$ cat src/rtl/dmem_rmw_ctrl_if.sv
// Request, response and RAM-port signal bundle for dmem_rmw_ctrl.
// The controller uses the slave modport; the core/RAM side uses master.
interface dmem_rmw_ctrl_if #(
  parameter int DATA_W = 32,
  parameter int DEPTH  = 1024
);
  localparam int ADDR_W = $clog2(DEPTH);
  localparam int BE_W   = DATA_W / 8;

  logic              i_req_valid;
  logic              o_req_ready;
  logic              i_req_wen;
  logic [ADDR_W-1:0] i_req_addr;
  logic [BE_W-1:0]   i_req_be;
  logic [DATA_W-1:0] i_req_data;
  logic              o_rsp_valid;
  logic              i_rsp_ready;
  logic [DATA_W-1:0] o_rsp_data;
  logic              o_ram_en;
  logic              o_ram_wen;
  logic [ADDR_W-1:0] o_ram_addr;
  logic [DATA_W-1:0] o_ram_data;
  logic [DATA_W-1:0] i_ram_data;

  modport slave (
    input  i_req_valid, i_req_wen, i_req_addr, i_req_be, i_req_data,
    input  i_rsp_ready, i_ram_data,
    output o_req_ready, o_rsp_valid, o_rsp_data,
    output o_ram_en, o_ram_wen, o_ram_addr, o_ram_data
  );

  modport master (
    output i_req_valid, i_req_wen, i_req_addr, i_req_be, i_req_data,
    output i_rsp_ready, i_ram_data,
    input  o_req_ready, o_rsp_valid, o_rsp_data,
    input  o_ram_en, o_ram_wen, o_ram_addr, o_ram_data
  );
endinterface

$ cat src/rtl/dmem_rmw_ctrl.sv
// Load/store controller for a single-port read-first data RAM with one-cycle read latency.
// Define PQR5_DMEM_RMW_EN to turn sub-word stores into a read-modify-write sequence.
module dmem_rmw_ctrl #(
  parameter int DATA_W = 32,
  parameter int DEPTH  = 1024
) (
  input logic           clk,
  input logic           aresetn,
  dmem_rmw_ctrl_if.slave bus
);
  localparam int ADDR_W = $clog2(DEPTH);
  localparam int BE_W   = DATA_W / 8;

`ifdef PQR5_DMEM_RMW_EN
  typedef enum logic [1:0] {
    IDLE   = 2'd0,
    RD_RSP = 2'd1,
    RMW_WR = 2'd2
  } state_t;
`else
  typedef enum logic [1:0] {
    IDLE   = 2'd0,
    RD_RSP = 2'd1
  } state_t;
`endif

  state_t            state_r;
  state_t            state_nxt;
  logic              ready_en_r;
  logic [DATA_W-1:0] rsp_data_r;

`ifdef PQR5_DMEM_RMW_EN
  logic [ADDR_W-1:0] rmw_addr_r;
  logic [BE_W-1:0]   rmw_be_r;
  logic [DATA_W-1:0] rmw_data_r;
  logic              rmw_capture;

  function automatic logic [DATA_W-1:0] merge_bytes(
    input logic [BE_W-1:0]   be,
    input logic [DATA_W-1:0] new_word,
    input logic [DATA_W-1:0] old_word
  );
    logic [DATA_W-1:0] m;
    m = '0;
    for (int k = 0; k < BE_W; k++) begin
      m[k*8 +: 8] = be[k] ? new_word[k*8 +: 8] : old_word[k*8 +: 8];
    end
    return m;
  endfunction
`endif

  // State register; ready_en_r keeps o_req_ready low until the first edge after reset release
  always_ff @(posedge clk or negedge aresetn) begin
    if (!aresetn) begin
      state_r    <= IDLE;
      ready_en_r <= 1'b0;
    end else begin
      state_r    <= state_nxt;
      ready_en_r <= 1'b1;
    end
  end

  // Last delivered load word, shown on o_rsp_data outside RD_RSP
  always_ff @(posedge clk or negedge aresetn) begin
    if (!aresetn) begin
      rsp_data_r <= {DATA_W{1'b0}};
    end else if (state_r == RD_RSP) begin
      rsp_data_r <= bus.i_ram_data;
    end else begin
      rsp_data_r <= rsp_data_r;
    end
  end

`ifdef PQR5_DMEM_RMW_EN
  // Merge registers hold the partial store across the RAM read cycle
  always_ff @(posedge clk or negedge aresetn) begin
    if (!aresetn) begin
      rmw_addr_r <= {ADDR_W{1'b0}};
      rmw_be_r   <= {BE_W{1'b0}};
      rmw_data_r <= {DATA_W{1'b0}};
    end else if (rmw_capture) begin
      rmw_addr_r <= bus.i_req_addr;
      rmw_be_r   <= bus.i_req_be;
      rmw_data_r <= bus.i_req_data;
    end else begin
      rmw_addr_r <= rmw_addr_r;
      rmw_be_r   <= rmw_be_r;
      rmw_data_r <= rmw_data_r;
    end
  end
`endif

  // Next-state and RAM/handshake outputs; the RAM port follows the request in the accept cycle
  always_comb begin
    state_nxt       = state_r;
    bus.o_req_ready = 1'b0;
    bus.o_rsp_valid = 1'b0;
    bus.o_rsp_data  = rsp_data_r;
    bus.o_ram_en    = 1'b0;
    bus.o_ram_wen   = 1'b0;
    bus.o_ram_addr  = {ADDR_W{1'b0}};
    bus.o_ram_data  = {DATA_W{1'b0}};
`ifdef PQR5_DMEM_RMW_EN
    rmw_capture     = 1'b0;
`endif
    case (state_r)
      IDLE: begin
        bus.o_req_ready = ready_en_r;
        if (bus.i_req_valid && ready_en_r) begin
          if (!bus.i_req_wen) begin
            bus.o_ram_en   = 1'b1;
            bus.o_ram_addr = bus.i_req_addr;
            state_nxt      = RD_RSP;
`ifdef PQR5_DMEM_RMW_EN
          end else if (bus.i_req_be == {BE_W{1'b1}}) begin
            bus.o_ram_en   = 1'b1;
            bus.o_ram_wen  = 1'b1;
            bus.o_ram_addr = bus.i_req_addr;
            bus.o_ram_data = bus.i_req_data;
            state_nxt      = IDLE;
          end else if (bus.i_req_be != {BE_W{1'b0}}) begin
            bus.o_ram_en   = 1'b1;
            bus.o_ram_addr = bus.i_req_addr;
            rmw_capture    = 1'b1;
            state_nxt      = RMW_WR;
          end else begin
            // Empty store: consumed without touching the RAM
            state_nxt = IDLE;
          end
`else
          end else begin
            bus.o_ram_en   = 1'b1;
            bus.o_ram_wen  = 1'b1;
            bus.o_ram_addr = bus.i_req_addr;
            bus.o_ram_data = bus.i_req_data;
            state_nxt      = IDLE;
          end
`endif
        end else begin
          state_nxt = IDLE;
        end
      end
      RD_RSP: begin
        // RAM output is held because the port is disabled here
        bus.o_rsp_valid = 1'b1;
        bus.o_rsp_data  = bus.i_ram_data;
        if (bus.i_rsp_ready) begin
          state_nxt = IDLE;
        end else begin
          state_nxt = RD_RSP;
        end
      end
`ifdef PQR5_DMEM_RMW_EN
      RMW_WR: begin
        bus.o_ram_en   = 1'b1;
        bus.o_ram_wen  = 1'b1;
        bus.o_ram_addr = rmw_addr_r;
        bus.o_ram_data = merge_bytes(rmw_be_r, rmw_data_r, bus.i_ram_data);
        state_nxt      = IDLE;
      end
`endif
      default: begin
        state_nxt = IDLE;
      end
    endcase
  end
endmodule

$ cat src/flat_wrapper.sv
// flat-port wrapper written by rule: the top's interface ports become plain ports
module dmem_rmw_ctrl_flat 
#(
  parameter int DATA_W = 32,
  parameter int DEPTH  = 1024
)
  (clk, aresetn, bus_i_req_valid, bus_i_req_wen, bus_i_req_addr, bus_i_req_be, bus_i_req_data, bus_i_rsp_ready, bus_i_ram_data, bus_o_req_ready, bus_o_rsp_valid, bus_o_rsp_data, bus_o_ram_en, bus_o_ram_wen, bus_o_ram_addr, bus_o_ram_data);
  dmem_rmw_ctrl_if #(.DATA_W(DATA_W), .DEPTH(DEPTH)) bus_i ();
  input logic clk;
  input logic aresetn;
  input wire logic [$bits(bus_i.i_req_valid)-1:0] bus_i_req_valid;
  input wire logic [$bits(bus_i.i_req_wen)-1:0] bus_i_req_wen;
  input wire logic [$bits(bus_i.i_req_addr)-1:0] bus_i_req_addr;
  input wire logic [$bits(bus_i.i_req_be)-1:0] bus_i_req_be;
  input wire logic [$bits(bus_i.i_req_data)-1:0] bus_i_req_data;
  input wire logic [$bits(bus_i.i_rsp_ready)-1:0] bus_i_rsp_ready;
  input wire logic [$bits(bus_i.i_ram_data)-1:0] bus_i_ram_data;
  output wire logic [$bits(bus_i.o_req_ready)-1:0] bus_o_req_ready;
  output wire logic [$bits(bus_i.o_rsp_valid)-1:0] bus_o_rsp_valid;
  output wire logic [$bits(bus_i.o_rsp_data)-1:0] bus_o_rsp_data;
  output wire logic [$bits(bus_i.o_ram_en)-1:0] bus_o_ram_en;
  output wire logic [$bits(bus_i.o_ram_wen)-1:0] bus_o_ram_wen;
  output wire logic [$bits(bus_i.o_ram_addr)-1:0] bus_o_ram_addr;
  output wire logic [$bits(bus_i.o_ram_data)-1:0] bus_o_ram_data;
  assign bus_i.i_req_valid = bus_i_req_valid;
  assign bus_i.i_req_wen = bus_i_req_wen;
  assign bus_i.i_req_addr = bus_i_req_addr;
  assign bus_i.i_req_be = bus_i_req_be;
  assign bus_i.i_req_data = bus_i_req_data;
  assign bus_i.i_rsp_ready = bus_i_rsp_ready;
  assign bus_i.i_ram_data = bus_i_ram_data;
  assign bus_o_req_ready = bus_i.o_req_ready;
  assign bus_o_rsp_valid = bus_i.o_rsp_valid;
  assign bus_o_rsp_data = bus_i.o_rsp_data;
  assign bus_o_ram_en = bus_i.o_ram_en;
  assign bus_o_ram_wen = bus_i.o_ram_wen;
  assign bus_o_ram_addr = bus_i.o_ram_addr;
  assign bus_o_ram_data = bus_i.o_ram_data;
  dmem_rmw_ctrl #(.DATA_W(DATA_W), .DEPTH(DEPTH)) u_core (.clk(clk), .aresetn(aresetn), .bus(bus_i));
endmodule
$ cat config.mk
export PLATFORM = sky130hd
export DESIGN_NAME = dmem_rmw_ctrl_flat
export DESIGN_NICKNAME = d
export VERILOG_FILES = /design/src/rtl/dmem_rmw_ctrl_if.sv /design/src/rtl/dmem_rmw_ctrl.sv /design/src/flat_wrapper.sv
export SDC_FILE = /design/constraint.sdc
export NUM_CORES = 1
export LEC_CHECK = 0
export BUFFER_PORTS_ARGS = -buffer_cell sky130_fd_sc_hd__buf_4
export CAP_MARGIN = 20
export CELL_PAD_IN_SITES_DETAIL_PLACEMENT = 0
export CELL_PAD_IN_SITES_GLOBAL_PLACEMENT = 1
export CORE_ASPECT_RATIO = 0.6
export CORE_UTILIZATION = 26
export CTS_CLUSTER_DIAMETER = 200
export DETAILED_ROUTE_END_ITERATION = 10
export GPL_TIMING_DRIVEN = 0
export PLACE_DENSITY_LB_ADDON = 0.1
export SYNTH_ARGS = -nofsm -noshare
export SYNTH_HDL_FRONTEND = slang
export SYNTH_SLANG_ARGS = --single-unit
$ cat constraint.sdc
create_clock -name clk -period 4.35 [get_ports clk]
set_clock_uncertainty 0.1 [all_clocks]
set_input_delay 0.87 -clock clk [delete_from_list [all_inputs] [get_ports clk]]
set_output_delay 0.87 -clock clk [all_outputs]
set_load 0.05 [all_outputs]
==> results.ini <==
[synthesis]
syn-instance-count=123
netlist_area_um2=1590
yosysTopAreaCellShare_pct=53.5
synth_area_per_cell_um2=12.9
synth_cell_types=12
synthTopCellsByArea=dfrtp_1, mux2_2, and2_1
synth-seq-cells=34
synth_seq_area_share_pct=53.5
yosysWarnings=0
synth_top_cell_by_area=dfrtp_1
synth.net_count=206

[critical_path]
worstPathCellList=buf_4 > and4b_4 > buf_6 > and2_1 > buf_4
crit_family=simple AND/OR/NAND/NOR gates
reg2reg_depth=3
crit_fanout=10
crit_arrival_ns=1.72
path_buf_inv=3
crit_type=in2out
cp.required_ns=3.38
crit_top_cell=buf_4
cp_slowest_cell=and4b_4
end_kind=output port
cp_num_cells=5
cp_slowest_stage_delay_ns=0.29
critPathLaunchType=input pin

[status]
status=completed

[sta]
fin_setup_tns_ns=0
fmax_mhz=372
hold_violations=0
layout_setup_ws_ns=1.66
rsz0062_at_grt=false
period_minus_slack_ns=2.69
setup-violations-final=0
period_share_pct=61.8
drv_slew=0

[die]
die-area_um2=6440
row_count=21
start_util_pct=27.7
num_io_pins=161
die_y_um=62.6
design.core.area_um2=5730
die_w_um=103

[clock_tree]
clkSlewWorstSetupHoldPaths_ns=0.06
root_buffer=clkbuf_8
worstSkewPairLatency_ns=0.28
hold_buffers=0
postCtsSetupBuffers=0
cts_num_sinks=34
htree_num_levels=2
cts_tree=built
clockBufferDepth=2
ctsResizeCount=0
cts_made_buffers=5

[min_path]
hold_path.class=reg2reg
holdPathStages=1

[power]
power_density_nw_per_um2=450
irDropWorstVdd_mv=0.282
leakagePower_nw=1.54

[global_routing]
grt_pass1_wl_um=6540
antenna_found_initial=0
grt_pass1_vias=1411
grt.total_usage_pct=13.3
grt_overflow=0
grt_max_degree=35

[placement]
place_congestion=0.723
port_buffers=156
pre_cts_ws_ns=1.65
dpl.hpwl_um=3660

[final_layout]
drive_above_1_share_pct=71.1
fillers=539
area_growth_syn_to_layout_pct=85.7
nets=369
diodes=0

[routing]
drt_iter0_markers=34
drc=0
wirelength_um=4460
firstDrtPassIters=4
post_drt_wl_per_cell_um=12.2
viasPerCell=4.05
vias=1486
ant_nets=0

[flow_run]
cap_violations=0

-- registers in the layout, indices dropped and copies added, names as in the netlist --
| name | flops |
|---|---|
| u_core.ready_en_r | 1 |
| u_core.state_r | 1 |
| u_core.rsp_data_r | 32 |
-- through the flow --
step                cells  cell area, µm²  util [%]  power [W]  hold WS (ns)
detailed placement    359            2860      49.9    0.00111         0.386
floorplan             123            1590         -   0.000883         0.422
CTS                   367            2950      51.5    0.00135         0.403
global placement      359            2860      49.9    0.00110         0.380
finish                367            2950      51.5    0.00133         0.396
global route          367            2950      51.5    0.00139         0.411
-- kinds of logic (layout without fill, tap and decap cells) --
| group | after synthesis | count (layout) | share of synthesized area [%] |
|---|---|---|---|
| DFF | 34 | 34 | 53.5 |
| buffers and inverters | 9 | 173 | 4.33 |
| AOI/OAI and AO/OA | 1 | 1 | 0.630 |
| muxes | 32 | 32 | 22.7 |
| and+or+nand+nor | 46 | 46 | 18.6 |
| other | 1 | 1 | 0.236 |
-- Yosys cell counts --
master / n
and4b_4: 1
nor2_1: 1
conb_1: 1
a32o_1: 1
and3b_1: 1
buf_2: 4
and2_1: 42
inv_1: 1
nor2b_1: 1
mux2_2: 32
dfrtp_1: 34
buf_6: 4
-- where the power goes --
| group | switching [W] | internal [W] | total (W) |
|---|---|---|---|
| Sequential | 0.0000186 | 0.000394 | 0.000412 |
| Clock | 0.000107 | 0.000128 | 0.000235 |
| Combinational | 0.000443 | 0.000238 | 0.000682 |
| Total | 0.000569 | 0.000760 | 0.00133 |
-- routing by layer --
metal / GRT usage, % / wire (µm)
met1: 15.5 / 1810
met3: 6.71 / 585
met4: 2.64 / 23
met5: 0 / 0
met2: 22.0 / 2040
-- cell usage in the layout, fill, tap and decap left out, drive strengths merged --
cell type	instances
buf	164
and2	42
dfrtp	34
mux2	32
clkbuf	7
nor2	1
inv	1
a32o	1
and4b	1
and3b	1
nor2b	1
clkinv	1
conb	1
-- path summary, 6_finish.rpt --
check                                 startpoint                     to  slack [ns]
min reg2reg                u_core.rsp_data_r[26]  u_core.rsp_data_r[26]        0.40
min                        u_core.rsp_data_r[26]  u_core.rsp_data_r[26]        0.40
min in group asynchronous                aresetn  u_core.rsp_data_r[17]        0.42
max                              bus_i_req_valid     bus_o_ram_data[12]        1.66
max in group asynchronous                aresetn  u_core.rsp_data_r[22]        3.42
max reg2reg                    u_core.state_r[0]  u_core.rsp_data_r[27]        2.99
-- cell type report --
cell class	instances	area [µm²]	share of cell area [%]
clock buffers	7	86.3	2.92
flip-flops and latches	34	851	28.8
well taps	80	100	3.39
inverters	1	3.75	0.127
clock inverters	1	5.00	0.170
repair buffers	156	1170	39.7
plain buffers	8	65.1	2.20
multi-input cells	80	669	22.7
No activity file was read; power rests on OpenSTA's default activity.
